`config.mk`:
```
export PLATFORM = sky130hd
export DESIGN_NAME = dct_block_ctrl
export DESIGN_NICKNAME = d
export VERILOG_FILES = /design/src/rtl/dct_block_ctrl.sv
export SDC_FILE = /design/constraint.sdc
export NUM_CORES = 1
export LEC_CHECK = 0
export CAP_MARGIN = 40
export CELL_PAD_IN_SITES_DETAIL_PLACEMENT = 1
export CELL_PAD_IN_SITES_GLOBAL_PLACEMENT = 2
export CORE_UTILIZATION = 25
export DETAILED_ROUTE_END_ITERATION = 12
export GPL_TIMING_DRIVEN = 0
export PLACE_DENSITY = 0.68
export SLEW_MARGIN = 10
export SYNTH_ARGS = -nofsm -noshare
export SYNTH_HDL_FRONTEND = slang
export SYNTH_SLANG_ARGS = --single-unit
```
`constraint.sdc`:
```
create_clock -name clk -period 3.1 [get_ports clk]
set_input_delay 0.465 -clock clk [delete_from_list [all_inputs] [get_ports clk]]
set_output_delay 0.465 -clock clk [all_outputs]
set_load 0.02 [all_outputs]
```
`src/rtl/dct_block_ctrl.sv`:
```
// Row sequencer for an 8-sample DCT unit: accept, accumulate, wait LAT cycles, hold result.
// Optional stall statistic on stall_cnt when DCT_CTRL_STAT_EN is defined.
module dct_block_ctrl #(
  parameter int unsigned LAT = 2
) (
  input  logic        clk,
  input  logic        rst,
  input  logic        ena,
  input  logic        din_valid,
  output logic        din_ready,
  output logic        acc_clr,
  output logic        acc_en,
  output logic [2:0]  coef_sel,
  output logic        result_valid,
  input  logic        result_ready,
  output logic [2:0]  result_row,
  output logic        block_done
`ifdef DCT_CTRL_STAT_EN
  ,
  output logic [15:0] stall_cnt
`endif
);

  localparam logic [3:0] LAT_LOAD = 4'(LAT - 1);

  typedef enum logic [1:0] {
    S_IDLE,
    S_ACC,
    S_WAIT,
    S_HOLD
  } state_t;

  state_t      state_q, state_d;
  logic [2:0]  cnt_q, cnt_d;
  logic [3:0]  lat_q, lat_d;
  logic [2:0]  row_q, row_d;
  logic        rv_q, rv_d;
  logic        done_q, done_d;

  always_ff @(posedge clk) begin
    if (rst) begin
      state_q <= S_IDLE;
      cnt_q   <= 3'd0;
      lat_q   <= 4'd0;
      row_q   <= 3'd0;
      rv_q    <= 1'b0;
      done_q  <= 1'b0;
    end else begin
      state_q <= state_d;
      cnt_q   <= cnt_d;
      lat_q   <= lat_d;
      row_q   <= row_d;
      rv_q    <= rv_d;
      done_q  <= done_d;
    end
  end

  always_comb begin
    state_d   = state_q;
    cnt_d     = cnt_q;
    lat_d     = lat_q;
    row_d     = row_q;
    rv_d      = rv_q;
    done_d    = done_q;
    din_ready = ena && ((state_q == S_IDLE) || (state_q == S_ACC));
    acc_en    = din_valid && din_ready;
    acc_clr   = acc_en && (cnt_q == 3'd0);
    coef_sel  = cnt_q;

    // Everything, including the done pulse register, freezes while ena is low.
    if (ena) begin
      done_d = 1'b0;
      case (state_q)
        S_IDLE: begin
          if (acc_en) begin
            cnt_d   = cnt_q + 3'd1;
            state_d = S_ACC;
          end
        end
        S_ACC: begin
          if (acc_en) begin
            if (cnt_q == 3'd7) begin
              cnt_d   = 3'd0;
              lat_d   = LAT_LOAD;
              state_d = S_WAIT;
            end else begin
              cnt_d = cnt_q + 3'd1;
            end
          end
        end
        S_WAIT: begin
          if (lat_q == 4'd0) begin
            state_d = S_HOLD;
            rv_d    = 1'b1;
          end else begin
            lat_d = lat_q - 4'd1;
          end
        end
        S_HOLD: begin
          if (result_ready) begin
            rv_d    = 1'b0;
            row_d   = row_q + 3'd1;
            done_d  = (row_q == 3'd7);
            state_d = S_IDLE;
          end
        end
        default: begin
          state_d = S_IDLE;
        end
      endcase
    end
  end

  assign result_valid = rv_q;
  assign result_row   = row_q;
  // Gated so a pulse never shows during a freeze; it appears on the next enabled cycle.
  assign block_done   = done_q && ena;

`ifdef DCT_CTRL_STAT_EN
  logic [15:0] stall_q, stall_d;

  always_comb begin
    stall_d = stall_q;
    if (ena && din_valid && !din_ready && (stall_q != 16'hFFFF)) begin
      stall_d = stall_q + 16'd1;
    end
  end

  always_ff @(posedge clk) begin
    if (rst) begin
      stall_q <= 16'd0;
    end else begin
      stall_q <= stall_d;
    end
  end

  assign stall_cnt = stall_q;
`endif

endmodule

```
# Yosys cells after proc, flatten, opt, wreduce, memory -nomap -nowiden
# Cells that the tools add are included.
[classes]
add_sub_neg = 3
n_eq_ne = 11
mux = 19
n_reduce_logical = 16
[ops]
columns = ["op", "count"]
rows = [
  ["$mux W4", 3],
  ["$mux W2", 5],
  ["$ne A2 B2 Y1 const B", 5],
  ["$mux W3", 3],
  ["$pmux W2 S4", 1],
  ["$pmux W4 S2", 1],
  ["$reduce_and A4 Y1", 2],
  ["$add A3 B1 Y3 const B", 2],
  ["$eq A3 B3 Y1 const B", 2],
  ["$pmux W3 S2", 1],
  ["$reduce_and A6 Y1", 1],
  ["$reduce_bool A2 Y1", 3],
  ["$reduce_and A5 Y1", 1],
  ["$eq A2 B2 Y1 const B", 2],
  ["$logic_and A1 B1 Y1", 4],
  ["$logic_not A4 Y1", 1],
  ["$mux W1", 4],
  ["$sub A4 B1 Y4 const B", 1],
  ["$logic_not A3 Y1", 1],
  ["$reduce_and A3 Y1", 1],
  ["$eq A2 B1 Y1 const B", 1],
  ["$logic_not A2 Y1", 1],
  ["$ne A2 B1 Y1 const B", 1],
  ["$pmux W1 S2", 1],
  ["$logic_or A1 B1 Y1", 1],
]
[totals]
register_bits = 14
in_bits = 5
output_inout_bits = 11
elab_cells = 55

# Depth between registers and ports, before layout
[logic_depth]
depth_word = 6
depth_mapped = 6
ltp_nobuf = 6

# Worst setup path before layout
# OpenSTA, ideal clock, no wires.
[synth_timing]
kind = "flip-flop to output port"
start = "register state_q[1]"
end = "output acc_clr"
arrival_time_ns = 1.399
required_ns = 2.635
slack_ns = 1.236
stages_incl_launch_ff = 5
cell_sequence = "dfxtp_1 -> inv_1 -> ha_1 -> o211ai_1 -> nor3b_1"
[synth_via]
elab_chain_len = 5
[synth_rtl]
columns = ["element", "line_no", "rtl"]
rows = [
  ["start, declared", "33", "state_t state_q, state_d;"],
  ["start signal, assigned", "49", "state_q <= state_d;"],
  ["$eq A2 B1 Y1 or $logic_not A2 Y1 (tied branches)", "65", "din_ready = ena && ((state_q == S_IDLE) || (state_q == S_ACC));"],
  ["$logic_or A1 B1 Y1 *", "65", ""],
  ["$logic_and A1 B1 Y1 *", "65", ""],
  ["$logic_and A1 B1 Y1 *", "66", "acc_en = din_valid && din_ready;"],
  ["$logic_and A1 B1 Y1 *", "67", "acc_clr = acc_en && (cnt_q == 3'd0);"],
  ["end, declared", "11", "output logic acc_clr,"],
]
# Mark *: on every way between the ends. The rest lies on a longest branch, timed or not.

# Worst setup path after layout
[layout_timing]
start = "register state_q[1]"
end = "output acc_en"
[layout_via]
elab_chain_len = 4
[layout_rtl]
columns = ["element", "line_no", "rtl"]
rows = [
  ["$eq A2 B1 Y1 or $logic_not A2 Y1 (tied branches)", "65", ""],
  ["$logic_or A1 B1 Y1 *", "65", ""],
  ["$logic_and A1 B1 Y1 *", "65", ""],
  ["$logic_and A1 B1 Y1 *", "66", ""],
  ["end, declared", "12", "output logic acc_en,"],
]
# Marks and branches as above.

==> impl_results.md <==
* Status: finished, final reports clean
* GR met1 Demand/Resource at approximately 14%
* Die H at about 60 um
* Reg2reg end: lat_q[1]
* DRT antenna net count at 0
* Area of the multi-input gates at 507 um2
* Die width at 59.9 um
* Reg area at roughly 280 um2
* Async set-reset flop share out of synthesis at 0%
* Mapped Cells at a little over 90
* Synth warn at 0
* Reg clk slew, reported paths at around 0.09 ns
* Inst Count DP at about 150
* Final hold violations at 0
* Setup CP Type: flip-flop to output pin
* CP Max Fanout at 6
* Post-Synth XOR/XNOR Area at between 1 and 1.5%
* Worst IR Drop VDD at around 0.16 mV
* Worst EP arrival at about 2.2 ns
* Total global routing overflow at 0
* Rows at 20
* Reported max-cap violation count at 0
* H-Tree Depth at 1
* Initial antenna violation count at 0
* Initial Util at 26.8%
* Hold path endpoint: done_q
* Pwr Total at slightly above 0.4 mW
* DRC at 0
* Global-route wire length before repair at 3.09 mm
* Nets at between 100 and 150
* RSZ-0062 raised after global routing: no
* Hold_sp: done_q
* CP most frequent cell: inv_1
* Area grow syn2layout at 27.6%
* Hold Crit Depth at 2
* Vias in the first global route at between 700 and 800
* CTS Sinks at 14
* Core footprint at roughly 0.0031 mm2
* Main combinational cell family by area after synthesis: simple AND/OR/NAND/NOR gates
* Synth cell types at 33
* Largest net degree at the start of global routing at 11
* Adder-cell share of the synthesized area at between 10% and 20%
* Area contributors post-synth: dfxtp_1, ha_1, mux2i_1
* Port bufs at 14
* Share of cells above drive strength 1 at under 10%
* Synthesized cell area at between 800 and 900 um2
* Ant. Diodes at 0
* Initial DRC Count at 13
* EDFF count, synth at 0
* Hold-fix buffers, CTS at 0
* Post-Layout Cell Count at approximately 160
* Grt met2 use at 20.6%
* GR peak layer: met2
* All-Layer GR Usage at 11.9%
* Setup Buffers After CTS at 0
* Wire per inst at between 10 and 15 um
* Period utilization at a little under nine tenths
* Post-synth top area cell: dfxtp_1
* Slew at the pin with the worst max-slew slack at 0.486 ns
* Met3 Usage GRT at 2.16%
* Reg2reg path depth at 6
* CP delay by family, top: buffers and inverters
* Hold WS at around 0.47 ns
* Routability cong. at between 0.6 and 0.7
* Mux cell area share after synthesis at under 10%
* Hpwl dp at roughly 1.4 mm
* # fillers at 386
* Final WL at 1.84 mm
* # resized after CTS at 0
* Finished Cell Area at between 0.001 and 0.0015 mm2
* Pre-CTS WS at roughly 0.54 ns
* FF-to-FF setup slack at ~1.4 ns
* Final setup fails at 0
* Max Fclk at 378 MHz
* Worst-Skew Late Latency at about 0.28 ns
* Avg Vias per Cell at approximately 4.6
* Worst stage delay on the critical path at around 0.57 ns
* Worst path buffer plus inverter count at 3
* Slew Limit Fails at 0
* Hold Path Class: flip-flop to flip-flop
* TritonCTS clock tree: built
* Number of synthesized register bits at 14
* First-pass iteration count of the detailed router at 4
* Post-synth top flop: dfxtp_1
* CTS root buf: clkbuf_4
* Post-synthesis compound-gate area fraction at roughly 17%
* Crit-path cells: inv_1 > ha_1 > o211ai_1 > inv_1 > clkdlybuf4s50_1
* Final Skew at 0.00410 ns
* Simple-Gate Fraction of Synth Area at about a fifth
* Final worst slack at 0.456 ns
* Avg Inst Size Synth at 9.01 um2
* Critical Path RT at roughly 2.6 ns
* Yosys top cell area share at between 30% and 40%
* Area of placed instances at between 0.001 and 0.0015 mm2
* Routed vias at 711
* Slowest cell on the critical path: clkdlybuf4s50_1
* Register area share after synthesis at around 33%
* R2r startpoint: state_q[0]
* Die area at between 0.003 and 0.004 mm2
* Pleak at ~0.44 nW
* CTS Buf Count at 3
* Power Density at just under 400 mW/mm2
* Setup TNS at 0 ns
* Crit path launch type: flip-flop
* Final core occ at 34.2%
* Setup crit end kind: output pin
* Synthesized net count at between 100 and 150
* Min cycle time layout at around 2.6 ns
* Worst slew margin at between 60% and 70%
* Commonest cells after routing, fill and taps aside: dfxtp_1, clkdlybuf4s50_1, ha_1
* Clock buffer depth at 2
* I/O pins at 16
[power by group]
part / switching, mW / internal (mW)
Clock: 0.0644 / 0.0715
Sequential: 0.00661 / 0.186
Combinational: 0.0466 / 0.0373
Total: 0.118 / 0.295
[sequential cells by signal, summed over array words and instances (netlist names)]
name and count:
result_row 3, coef_sel 3, result_valid 1, lat_q 4, state_q 2, done_q 1
[per-layer routing]
metal	vias to the layer above	wire length [um]
met1	334	819
li1	355	-
met4	0	41
met3	5	74
met2	17	906
met5	-	0
[tightest hold or removal path, delay by kind of cell, from the launching register on]
kind | cells | cell delay [ns]
and+or+nand+nor | 1 | 0.06
AOI/OAI and AO/OA | 1 | 0.05
DFF | 1 | 0.32
[logic make-up (layout without fill, tap and decap cells)]
family	count (synthesis)	count (layout)
simple gates	29	29
compound gates	20	20
flops	14	14
buf+inv	13	31
fa+ha+maj	12	12
mux	4	4
xor+xnor	1	1
[worst max-delay path by stage]
stage                           from       to  slack [ns]  depth (start not counted)
after floorplan           state_q[1]  acc_clr        1.24                          4
after global placement     din_valid  acc_clr        0.55                          4
after detailed placement   din_valid  acc_clr        0.54                          4
after CTS                 state_q[1]   acc_en        0.41                          5
after global routing      state_q[1]   acc_en        0.31                          5
final                     state_q[1]   acc_en        0.46                          5
[cells in the mapped netlist (2+ instances only)]
master and n:
a21bo_2 2, a21oi_1 7, buf_2 2, dfxtp_1 14, ha_1 12, inv_1 10
mux2i_1 4, nand2_1 6, nand2b_1 2, nand3_1 2, nand4_1 2, nor2_1 7
nor2b_1 2, o21ai_0 2
[layout make-up]
class | instances | area share (%)
flip-flops and latches | 14 | 26.2
well taps | 44 | 5.15
inverters | 10 | 3.51
clock buffers | 4 | 3.39
multi-input cells | 66 | 47.4
plain buffers | 3 | 1.29
repair buffers | 14 | 13.1
No activity file was read; power rests on OpenSTA's default activity.
